File: config.mk
export PLATFORM = sky130hd
export DESIGN_NAME = dqs_burst_gen_flat
export DESIGN_NICKNAME = d
export VERILOG_FILES = /design/src/rtl/dqs_burst_gen_if.sv /design/src/rtl/dqs_burst_gen.sv /design/src/flat_wrapper.sv
export SDC_FILE = /design/constraint.sdc
export NUM_CORES = 1
export LEC_CHECK = 0
export ABC_AREA = 1
export CAP_MARGIN = 0
export CORE_UTILIZATION = 46
export CTS_BUF_LIST = sky130_fd_sc_hd__clkbuf_16
export DETAILED_ROUTE_END_ITERATION = 16
export PLACE_DENSITY = 0.74
export SLEW_MARGIN = 15
export SYNTH_ARGS = -nofsm -noshare
export SYNTH_HDL_FRONTEND = slang
export SYNTH_SLANG_ARGS = --single-unit
File: constraint.sdc
create_clock -name clk -period 1.7 [get_ports clk]
set_clock_uncertainty 0.1 [all_clocks]
set_input_delay 0.34 -clock clk [delete_from_list [all_inputs] [get_ports clk]]
set_output_delay 0.34 -clock clk [all_outputs]
set_load 0.05 [all_outputs]
File: src/rtl/dqs_burst_gen_if.sv
// Request/status bundle between a DQS pattern requester and dqs_burst_gen.
// The slave side is the generator; the master side issues bursts and watches the nibbles.
interface dqs_burst_gen_if #(
  parameter int LEN_WIDTH = 4,
  parameter int CNT_WIDTH = 8
);
  logic                 start;
  logic [LEN_WIDTH-1:0] len;
  logic                 ready;
  logic [3:0]           dqs_din;
  logic [3:0]           dqs_tin;
  logic                 busy;
  logic                 done;
  logic [CNT_WIDTH-1:0] burst_cnt;

  modport master (
    output start, len,
    input  ready, dqs_din, dqs_tin, busy, done, burst_cnt
  );

  modport slave (
    input  start, len,
    output ready, dqs_din, dqs_tin, busy, done, burst_cnt
  );
endinterface

File: src/rtl/dqs_burst_gen.sv
// DDR3 write-strobe pattern source: emits 4-bit din/tin nibbles for oserdes_mem
// (bit 0 serialized first) covering preamble, toggling burst, postamble and seamless joins.
module dqs_burst_gen #(
  parameter int LEN_WIDTH   = 4,
  parameter int PRE_NIBBLES = 1,
  parameter int CNT_WIDTH   = 8
) (
  input  logic           clk,
  input  logic           rst,
  dqs_burst_gen_if.slave bus
);

  typedef enum logic [1:0] {
    IDLE  = 2'd0,
    PRE   = 2'd1,
    BURST = 2'd2,
    POST  = 2'd3
  } state_e;

  localparam logic [1:0]           PRE_LOAD = 2'(PRE_NIBBLES - 1);
  localparam logic [LEN_WIDTH-1:0] LEN_ZERO = {LEN_WIDTH{1'b0}};
  localparam logic [LEN_WIDTH-1:0] LEN_ONE  = {{(LEN_WIDTH-1){1'b0}}, 1'b1};
  localparam logic [CNT_WIDTH-1:0] CNT_ZERO = {CNT_WIDTH{1'b0}};
  localparam logic [CNT_WIDTH-1:0] CNT_ONE  = {{(CNT_WIDTH-1){1'b0}}, 1'b1};

  state_e               state_q,   state_d;
  logic [LEN_WIDTH-1:0] nib_cnt_q, nib_cnt_d;
  logic [LEN_WIDTH-1:0] len_q,     len_d;
  logic [1:0]           pre_cnt_q, pre_cnt_d;
  logic [3:0]           din_q,     din_d;
  logic [3:0]           tin_q,     tin_d;
  logic                 busy_q,    busy_d;
  logic                 done_q,    done_d;
  logic [CNT_WIDTH-1:0] cnt_q,     cnt_d;
  logic                 ready_s;
  logic                 accept_s;

  // Final BURST nibble also accepts, which is what makes back-to-back bursts seamless.
  assign ready_s  = (state_q == IDLE) | ((state_q == BURST) & (nib_cnt_q == LEN_ZERO));
  assign accept_s = bus.start & ready_s;

  // Next-state and counter sequencing.
  always_comb begin
    state_d   = state_q;
    nib_cnt_d = nib_cnt_q;
    len_d     = len_q;
    pre_cnt_d = pre_cnt_q;
    cnt_d     = cnt_q;
    done_d    = 1'b0;
    case (state_q)
      IDLE: begin
        if (accept_s) begin
          state_d   = PRE;
          pre_cnt_d = PRE_LOAD;
          len_d     = bus.len;
        end else begin
          state_d   = IDLE;
        end
      end
      PRE: begin
        if (pre_cnt_q == 2'd0) begin
          state_d   = BURST;
          nib_cnt_d = len_q;
        end else begin
          pre_cnt_d = pre_cnt_q - 2'd1;
        end
      end
      BURST: begin
        if (nib_cnt_q != LEN_ZERO) begin
          nib_cnt_d = nib_cnt_q - LEN_ONE;
        end else if (accept_s) begin
          // Joined burst: the 0101 pattern simply continues, keeping toggle phase.
          nib_cnt_d = bus.len;
        end else begin
          state_d = POST;
          done_d  = 1'b1;
          cnt_d   = cnt_q + CNT_ONE;
        end
      end
      POST: begin
        state_d = IDLE;
      end
      default: begin
        state_d = IDLE;
      end
    endcase
  end

  // Output nibbles decoded from the next state so they register alongside it.
  always_comb begin
    din_d  = 4'b0000;
    tin_d  = 4'b1111;
    busy_d = (state_d != IDLE);
    case (state_d)
      IDLE: begin
        din_d = 4'b0000;
        tin_d = 4'b1111;
      end
      PRE: begin
        din_d = 4'b0000;
        tin_d = 4'b0000;
      end
      BURST: begin
        din_d = 4'b0101;
        tin_d = 4'b0000;
      end
      POST: begin
        // Hold low for the first half tCK, then release.
        din_d = 4'b0000;
        tin_d = 4'b1110;
      end
      default: begin
        din_d = 4'b0000;
        tin_d = 4'b1111;
      end
    endcase
  end

  // State, counters and registered outputs.
  always_ff @(posedge clk) begin
    if (rst) begin
      state_q   <= IDLE;
      nib_cnt_q <= LEN_ZERO;
      len_q     <= LEN_ZERO;
      pre_cnt_q <= 2'd0;
      din_q     <= 4'b0000;
      tin_q     <= 4'b1111;
      busy_q    <= 1'b0;
      done_q    <= 1'b0;
      cnt_q     <= CNT_ZERO;
    end else begin
      state_q   <= state_d;
      nib_cnt_q <= nib_cnt_d;
      len_q     <= len_d;
      pre_cnt_q <= pre_cnt_d;
      din_q     <= din_d;
      tin_q     <= tin_d;
      busy_q    <= busy_d;
      done_q    <= done_d;
      cnt_q     <= cnt_d;
    end
  end

  assign bus.ready     = ready_s;
  assign bus.dqs_din   = din_q;
  assign bus.dqs_tin   = tin_q;
  assign bus.busy      = busy_q;
  assign bus.done      = done_q;
  assign bus.burst_cnt = cnt_q;

endmodule
File: src/flat_wrapper.sv
// flat-port wrapper written by rule: the top's interface ports become plain ports
module dqs_burst_gen_flat 
#(
  parameter int LEN_WIDTH   = 4,
  parameter int PRE_NIBBLES = 1,
  parameter int CNT_WIDTH   = 8
)
  (clk, rst, bus_start, bus_len, bus_ready, bus_dqs_din, bus_dqs_tin, bus_busy, bus_done, bus_burst_cnt);
  dqs_burst_gen_if #(.LEN_WIDTH(LEN_WIDTH), .CNT_WIDTH(CNT_WIDTH)) bus_i ();
  input  logic clk;
  input  logic rst;
  input wire logic [$bits(bus_i.start)-1:0] bus_start;
  input wire logic [$bits(bus_i.len)-1:0] bus_len;
  output wire logic [$bits(bus_i.ready)-1:0] bus_ready;
  output wire logic [$bits(bus_i.dqs_din)-1:0] bus_dqs_din;
  output wire logic [$bits(bus_i.dqs_tin)-1:0] bus_dqs_tin;
  output wire logic [$bits(bus_i.busy)-1:0] bus_busy;
  output wire logic [$bits(bus_i.done)-1:0] bus_done;
  output wire logic [$bits(bus_i.burst_cnt)-1:0] bus_burst_cnt;
  assign bus_i.start = bus_start;
  assign bus_i.len = bus_len;
  assign bus_ready = bus_i.ready;
  assign bus_dqs_din = bus_i.dqs_din;
  assign bus_dqs_tin = bus_i.dqs_tin;
  assign bus_busy = bus_i.busy;
  assign bus_done = bus_i.done;
  assign bus_burst_cnt = bus_i.burst_cnt;
  dqs_burst_gen #(.LEN_WIDTH(LEN_WIDTH), .PRE_NIBBLES(PRE_NIBBLES), .CNT_WIDTH(CNT_WIDTH)) u_core (.clk(clk), .rst(rst), .bus(bus_i));
endmodule
**Word-level counts from Yosys, hierarchy flattened**

Index checks and enable logic that the tools add are counted.

- Bitwise gates (word level): 6
- Reduce and logical (&&, ||, !) cells: 15
- Eq/ne operators: 10
- Shifts and indexed selects: 0
- Multipliers: 0
- Mux-type cells: 15
- Add/sub/neg operators: 3
- Div/mod/pow operators: 0
- Magnitude comparators: 0

Operators with widths:

| kind | number |
|---|---|
| $pmux 4 s2 | 2 |
| $mux 4 | 3 |
| $pmux 4 s3 | 1 |
| $mux 2 | 5 |
| $reduce_and 3->1 | 3 |
| $add 8x1->8 const B | 1 |
| $eq 2x2->1 const B | 4 |
| $pmux 2 s4 | 1 |
| $logic_not 2->1 | 3 |
| $reduce_bool 2->1 | 3 |
| $reduce_or 3->1 | 2 |
| $eq 2x1->1 const B | 2 |
| $logic_not 4->1 | 1 |
| $ne 2x1->1 const B | 2 |
| $pmux 2 s2 | 1 |
| $reduce_bool 4->1 | 1 |
| $sub 4x1->4 const B | 1 |
| $ne 3x2->1 const B | 1 |
| $not 1->1 | 3 |
| $and 1x1->1 | 2 |
| $mux 1 | 2 |
| $ne 2x2->1 const B | 1 |
| $reduce_and 2->1 | 1 |
| $reduce_or 2->1 | 1 |
| 2 further kinds | 2 |

- Output and inout bits: 19
- Bits of input ports: 7
- Bits in latches: 0
- Memories kept: 0
- Bits in registers: 30
- Word-level logic and storage cells: 58
- Bits in read-only memories: 0
- Memory bits (writable): 0

**Depth between registers and ports, before layout**

Gate-level depths: netlist (run 1).

- Word-level depth: 10
- Depth in mapped cells: 11
- Mapped depth without buffers: 11

**Worst setup path before layout (run 1)**

No wires, ideal clock.

- Path kind: reg-to-reg
- Start: reg u_core.nib_cnt_q[0]
- End: reg u_core.tin_q[0] (netlist: u_core.bus.dqs_tin[0])
- Required time: 1.477 ns
- Buffers on the path: 0
- Stages on the path, launching flop included: 9
- Arrival: 1.941 ns
- Period minus slack after synthesis: 2.164 ns
- Path slack: -0.464 ns
- Setup time: 0.123 ns
- Cells stage by stage: dfxtp_1 inv_1 ha_1 nand3_1 nand2_1 nand3_1 and2_1 ha_1 or2_2

- Longest elaborated chain between the ends: 10
- Elaborated cells on any way between the ends: 15
- Those cells by class: eq/ne (3); mux (5); bitwise (3); reduce/logical (4)

Ends and longest elaborated chain:

| what | line | text |
|---|---|---|
| from (decl) | dqs_burst_gen.sv:27 | `logic [LEN_WIDTH-1:0] nib_cnt_q, nib_cnt_d;` |
| from (signal assigned) | dqs_burst_gen.sv:133 | `nib_cnt_q <= nib_cnt_d;` |
| $logic_not 4->1 * | dqs_burst_gen.sv:39 | `assign ready_s = (state_q == IDLE) \| ((state_q == BURST) & (nib_cnt_q == LEN_ZERO));` |
| $and 1x1->1 * | dqs_burst_gen.sv:39 |  |
| $or 1x1->1 * | dqs_burst_gen.sv:39 |  |
| named net bus_ready | flat_wrapper.sv:14 | `output wire logic [$bits(bus_i.ready)-1:0] bus_ready;` |
| $and 1x1->1 * | dqs_burst_gen.sv:40 | `assign accept_s = bus.start & ready_s;` |
| $mux 2 | dqs_burst_gen.sv:71 | `end else if (accept_s) begin` |
| $mux 2 | dqs_burst_gen.sv:69 | `if (nib_cnt_q != LEN_ZERO) begin` |
| $pmux 2 s4 * | dqs_burst_gen.sv:50 | `case (state_q)` |
| $eq 2x1->1 or $eq 2x2->1 (tied branches) | dqs_burst_gen.sv:94 | `case (state_d)` |
| $reduce_or 2->1 (no source line) | -- |  |
| $pmux 4 s3 * | dqs_burst_gen.sv:94 |  |
| named net u_core.tin_d[0] | dqs_burst_gen.sv:31 | `logic [3:0] tin_q, tin_d;` |
| to (signal assigned) | dqs_burst_gen.sv:137 | `tin_q <= tin_d;` |
| to (decl) | dqs_burst_gen.sv:31 |  |

Mark *: on every way through the listed nets, which the timed path passes. The rest lies on a longest branch.
A chain may end at the register's enable or synchronous reset.

**Worst setup path in the final report (run 1)**

- Start: reg u_core.state_q[1]
- End: reg u_core.tin_q[0] (netlist: u_core.bus.dqs_tin[0])

- Longest elaborated chain between the ends: 10
- Elaborated cells on any way between the ends: 18
- Those cells by class: eq/ne (6); mux (6); bitwise (3); reduce/logical (3)

Ends and longest elaborated chain:

| what | line | text |
|---|---|---|
| from (decl) | dqs_burst_gen.sv:26 | `state_e state_q, state_d;` |
| from (signal assigned) | dqs_burst_gen.sv:132 | `state_q <= state_d;` |
| $eq 2x2->1 | dqs_burst_gen.sv:39, dqs_burst_gen.sv:50 |  |
| $and 1x1->1 | dqs_burst_gen.sv:39 |  |
| $or 1x1->1 | dqs_burst_gen.sv:39 |  |
| $and 1x1->1 | dqs_burst_gen.sv:40 |  |
| $mux 2 | dqs_burst_gen.sv:71 |  |
| $mux 2 | dqs_burst_gen.sv:69 |  |
| $pmux 2 s4 * | dqs_burst_gen.sv:50 |  |
| $eq 2x1->1 or $eq 2x2->1 (tied branches) | dqs_burst_gen.sv:94 |  |
| $reduce_or 2->1 (no source line) | -- |  |
| $pmux 4 s3 * | dqs_burst_gen.sv:94 |  |
| named net u_core.tin_d[0] | dqs_burst_gen.sv:31 |  |

Marks and branches as above.

==> metrics.cfg, run 1 <==
[timing]
layout_setup_ws_ns=0.00539
fin_setup_tns_ns=0
hold_violations=0
min_period_over_period=0.997
setup_viol=0
fin_crit_ns=1.69
rsz0062_at_grt=true
fmax_mhz=590
whs_ns=0.365
slew_violations=0

[clocking]
clock-sinks=25
cts_tree=yes
cts-buffers-inserted=3
htree_levels=1
cts_max_path_buffers=2
clk_pin_slew_ns=0.06
hold_buffers=0
worstSkewPairLatency_ns=0.26
root_buffer=clkbuf_16

[global_route]
grt_usage=0.220
grt_max_degree=15
met3_usage=0.0402
antenna_found_initial=0
grt_pass1_wl_um=5580
overflow=0
met2_usage=0.377
grt_pass1_vias=1254
grt_busiest_layer=met2
use_met1=0.283

[route]
wl_um=3280
via_per_inst=4.93
drt_iter0_drc=59
detailedRoute.firstPassIterationCount=10
routedWlPerCell_um=11.9
ant_nets=0
via_count=1356
drcViolationCount=2

[worst_hold_path]
hp-class=reg2reg

[worst_setup_path]
crit_required_ns=1.75
worstSetupPathType=reg2reg
end_kind=flip-flop
crit_arrival_ns=1.75
worstPathMaxFanout=4
cp-start-kind=flip-flop

[job]
drv_cap=0

[placement]
io_buffers=23
postPlaceCellArea_mm2=0.00187
place_congestion=0.844
post-dp-hpwl_um=2270
preCtsSetupSlack_ns=-0.210

[floorplan]
core_area_mm2=0.00285
io_pins=26
initial_core_util=0.502
fp.dieH_um=57.8
num_rows=19
die_area_mm2=0.00334
die_w_um=57.8

[outcome]
status=finished with violations
violations=DRC

[yosys]
synth_ff_type=dfxtp_1
yosysSeqAreaShare=0.350
syn_inst=206
async_flop_share=0
ys_warn_count=0
synth_edf_count=0
synth_area_mm2=0.00143
synth.distinct_cells=25
avgSynthCellArea_um2=6.95
ys_seq_elements=25

[cells_and_area]
final_area_mm2=0.00208
layout-drive-gt1-share=0.275
n_antenna_cell=0
syn_to_final_growth_pct=45.5
post-route-util=0.730
fin_nets=264

[power]
p_leak_nw=0.943
powerDensity_mw_per_mm2=733
ir_worst_vdd_v=0.000573

==> cell usage after synthesis, types with 2 or more instances <==
master   count  area share
nor2_2       2      0.0087
ha_1        12        0.10
dfxtp_1     25        0.35
nor2_1      21       0.055
nand2_1     59        0.15
o21ai_0      8       0.028
a21oi_1     17       0.059
nand3_1     14       0.049
buf_4        5       0.026
o21ai_2      2       0.012
inv_1       27       0.071
==> where the power goes <==
group | leakage (nW) | switching [W] | internal (W)
clock network | 0.0409 | 0.000206 | 0.000317
logic | 0.696 | 0.000221 | 0.000149
registers | 0.206 | 0.0000194 | 0.000615
==> stage by stage <==
stage | std cells | power (W)
floorplan | 207 | 0.000891
global placement | 264 | 0.000982
detailed placement | 264 | 0.000988
CTS | 276 | 0.00153
global route | 275 | 0.00161
finish | 275 | 0.00153
==> registers in the layout, summed over array words and instances, names as in the netlist <==
signal and count:
u_core.pre_cnt_q 2, u_core.bus.busy 1, u_core.nib_cnt_q 4, u_core.len_q 4, u_core.bus.done 1, u_core.bus.dqs_tin 2
u_core.bus.dqs_din 1, u_core.bus.burst_cnt 8, u_core.state_q 2
==> worst max-delay path, cell delays in order, from the launching register on <==
cell and delay [ns]:
dfxtp_4 0.36, buf_6 0.11, ha_4 0.17, buf_12 0.10, nand4_4 0.08, nand2_1 0.08, nand2_1 0.06, and2_4 0.16
ha_4 0.15, or2_4 0.21
==> per-layer routing <==
layer  up-vias  wire (um)  share of wire
met5         -          0              0
met4         0         28         0.0085
met3         2        164          0.050
met2        33       1690           0.51
met1       607       1400           0.43
li1        714          -              -
==> cell usage in the layout, fill, tap and decap left out, types with 2 or more instances in the layout <==
cell type and count:
a21oi_1 16, buf_12 11, buf_4 21, buf_6 3, clkbuf_16 3, clkdlybuf4s50_1 6
clkinv_2 2, conb_1 2, dfxtp_1 23, dfxtp_4 2, ha_1 6, ha_4 5
inv_1 21, inv_2 4, nand2_1 58, nand3_1 12, nand3_2 2, nor2_1 21
nor2_2 2, o21ai_0 8, o21ai_2 2
==> area by class of cell <==
class	count	area (um^2)
Clock buffer	3	75.1
Clock inverter	1	5.00
Fill cell	211	771
Inverter	28	114
Multi-Input combinational cell	146	870
Sequential cell	25	508
Tap cell	31	38.8
Timing Repair Buffer	41	472
==> cell families after synthesis <==
group	count (synthesis)	share of synthesized area
flops	25	0.350
xor+xnor	2	0.0122
other cells	1	0.00262
buf+inv	36	0.115
simple gates	101	0.306
fa+ha+maj	12	0.105
compound gates	29	0.110
==> timing repair <==
| action | 4_1_cts | 5_1_grt |
|---|---|---|
| resized for setup | 14 | 3 |
| buffers inserted | 9 | 0 |
| endpoints found under the setup margin | 3 | 8 |
| pin swaps | 4 | 4 |
==> worst paths after layout <==
check / startpoint / end / slack, ns / cells after the start
hold / removal: u_core.pre_cnt_q[1] / u_core.pre_cnt_q[1] / 0.36 / 2
setup reg to reg: u_core.state_q[1] / u_core.bus.dqs_tin[0] / 0.005 / 9
hold reg to reg: u_core.pre_cnt_q[1] / u_core.pre_cnt_q[1] / 0.36 / 2
setup / recovery: u_core.state_q[1] / u_core.bus.dqs_tin[0] / 0.005 / 9
(Power assumes the default switching activity.)
==> run 2, diff against run 1 <==
--- a/config.mk
+++ b/config.mk
@@ -7,6 +7,7 @@
 export LEC_CHECK = 0
 export ABC_AREA = 1
 export CAP_MARGIN = 0
+export CORE_MARGIN = 3
 export CORE_UTILIZATION = 46
 export CTS_BUF_LIST = sky130_fd_sc_hd__clkbuf_16
 export DETAILED_ROUTE_END_ITERATION = 16
==> run 2 against run 1 <==
The flow finishes with violations (setup timing). Cell area shrank 1.4%. Die area grew 14%. Sequential power is essentially flat. Maximum frequency shrank 1.5%. First-iteration DRC count shrank 15%. Critical path depth is the same. Utilization shrank 1.0 points. Clock power shrank 2%. Count of clock-buffer cells in the layout is the same. Wire length shrank 3.3%. Largest cell class unchanged.
==> metrics.cfg, run 2 (same netlist as run 1, synthesis figures left out) <==
[outcome]
status=finished with violations
violations=setup timing

[clocking]
clk_pin_slew_ns=0.06  ; about the same
hold_buffers=0  ; unchanged
root_buffer=clkbuf_16
worstSkewPairLatency_ns=0.26  ; about the same
clock-sinks=25  ; unchanged
htree_levels=1  ; unchanged
cts_tree=yes
cts-buffers-inserted=3  ; unchanged
cts_max_path_buffers=2  ; unchanged

[cells_and_area]
syn_to_final_growth_pct=43.4
final_cell_mix=nand2_1, dfxtp_1, inv_1, buf_4, nor2_1
n_antenna_cell=0  ; unchanged
layout-drive-gt1-share=0.269  ; -0.00600
fin_nets=262  ; -0.76%
largest_register_ff_count=8  ; unchanged
layout_commonest_cell=nand2_1

[power]
p_leak_nw=0.933  ; -1.0%
ir_worst_vdd_v=0.000671  ; +17%
powerDensity_mw_per_mm2=739  ; +0.70%

[job]
drv_cap=0  ; unchanged

[placement]
io_buffers=23  ; unchanged
post-dp-hpwl_um=2220  ; -2.4%
place_congestion=0.800  ; -5.2%

[floorplan]
initial_core_util=0.502  ; unchanged
die_w_um=61.8  ; +6.9%
io_pins=26  ; unchanged
fp.dieH_um=61.8  ; +6.9%
die_area_mm2=0.00382  ; +14%
core_area_mm2=0.00285  ; unchanged
num_rows=19  ; unchanged

[worst_setup_path]
critPathMaxStageDelay_ns=0.40  ; +0.04 ns
crit_required_ns=1.75  ; about the same
crit_slowest_cell=dfxtp_4
worstSetupPathType=reg2reg
end_kind=flip-flop
worstPathMaxFanout=4  ; unchanged
path_cells=ha_4 -> inv_4 -> o21ai_2 -> nand2_1 -> nand2_1 -> nand2_1 -> and2_4 -> ha_4 -> or2_4
cp-start-kind=flip-flop
crit_top_cell=nand2_1
crit_arrival_ns=1.77  ; +0.02 ns

[timing]
fin_setup_tns_ns=-0.0198  ; -0.0198 ns
fmax_mhz=581  ; -1.5%
min_period_over_period=1.01  ; +0.0148
whs_ns=0.380  ; +0.0156 ns
hold_violations=0  ; unchanged
setup_viol=1  ; +1
fin_crit_ns=1.72  ; +0.0252 ns
slew_violations=0  ; unchanged
layout_setup_ws_ns=-0.0198  ; -0.0252 ns
rsz0062_at_grt=true

[route]
via_count=1317  ; -2.9%
drt_iter0_drc=50  ; -15%
ant_nets=0  ; unchanged
via_per_inst=4.82  ; -2.2%
wl_um=3180  ; -3.3%
drcViolationCount=0  ; -2
detailedRoute.firstPassIterationCount=4  ; -6
routedWlPerCell_um=11.6  ; -2.6%

[global_route]
antenna_found_initial=0  ; unchanged
grt_pass1_vias=1174  ; -6.4%
overflow=0  ; unchanged
grt_pass1_wl_um=5150  ; -7.8%
grt_max_degree=15  ; unchanged
grt_usage=0.176  ; -0.0438

[worst_hold_path]
hp-class=reg2reg

-- run 2: layout make-up --
| class | instances | area [um^2] |
|---|---|---|
| well taps | 31 | 38.8 |
| repair buffers | 39 | 440 |
| clock buffers | 3 | 75.1 |
| fillers | 229 | 800 |
| clock inverters | 1 | 3.75 |
| inverters | 28 | 119 |
| multi-input cells | 146 | 868 |
| flip-flops and latches | 25 | 508 |
-- run 2: power breakdown --
| part | internal, W | switching (W) | leakage [nW] | total, W |
|---|---|---|---|---|
| Combinational | 0.000151 | 0.000220 | 0.685 | 0.000372 |
| Clock | 0.000314 | 0.000196 | 0.0423 | 0.000510 |
| Sequential | 0.000615 | 0.0000198 | 0.206 | 0.000634 |
| Total | 0.00108 | 0.000437 | 0.933 | 0.00152 |
-- run 2: per-stage QoR --
stage,instances,area [um^2],worst slack (ns),util,power [W]
after global routing,273,2050,-0.0917,0.720,0.00159
after CTS,270,2020,0.000219,0.709,0.00151
after detailed placement,264,1870,-0.217,0.657,0.000985
after floorplan,207,1500,0.00738,-,0.000891
final,273,2050,-0.0198,0.720,0.00152
after global placement,264,1870,-0.168,0.657,0.000983
-- run 2: metal layers --
layer | global-route usage | wire (um)
met1 | 0.234 | 1440
met4 | 0.0273 | 11
met2 | 0.299 | 1570
met3 | 0.0393 | 149
met5 | 0 | 0
-- run 2: path summary, 6_finish.rpt --
| check | to | depth (start not counted) | start | slack [ns] |
|---|---|---|---|---|
| worst max-delay path | u_core.bus.dqs_tin[0] | 9 | u_core.state_q[0] | -0.02 |
| worst min-delay path | u_core.pre_cnt_q[1] | 2 | u_core.pre_cnt_q[1] | 0.38 |
| worst max register to register | u_core.bus.dqs_tin[0] | 9 | u_core.state_q[0] | -0.02 |
| worst min register to register | u_core.pre_cnt_q[1] | 2 | u_core.pre_cnt_q[1] | 0.38 |
-- run 2: critical path, delay by kind of cell, from the launching register on --
family,cells,cell delay [ns]
buf+inv,1,0.05
fa+ha+maj,2,0.33
compound gates,1,0.13
flops,1,0.40
simple gates,5,0.60
-- run 2: repair_timing --
| action | 4_1_cts | 5_1_grt |
|---|---|---|
| buffers inserted | 3 | 3 |
| pin swaps | 1 | 5 |
| endpoints found under the setup margin | 2 | 5 |
| hold endpoints to repair | 0 | 0 |
| resized for setup | 16 | 4 |
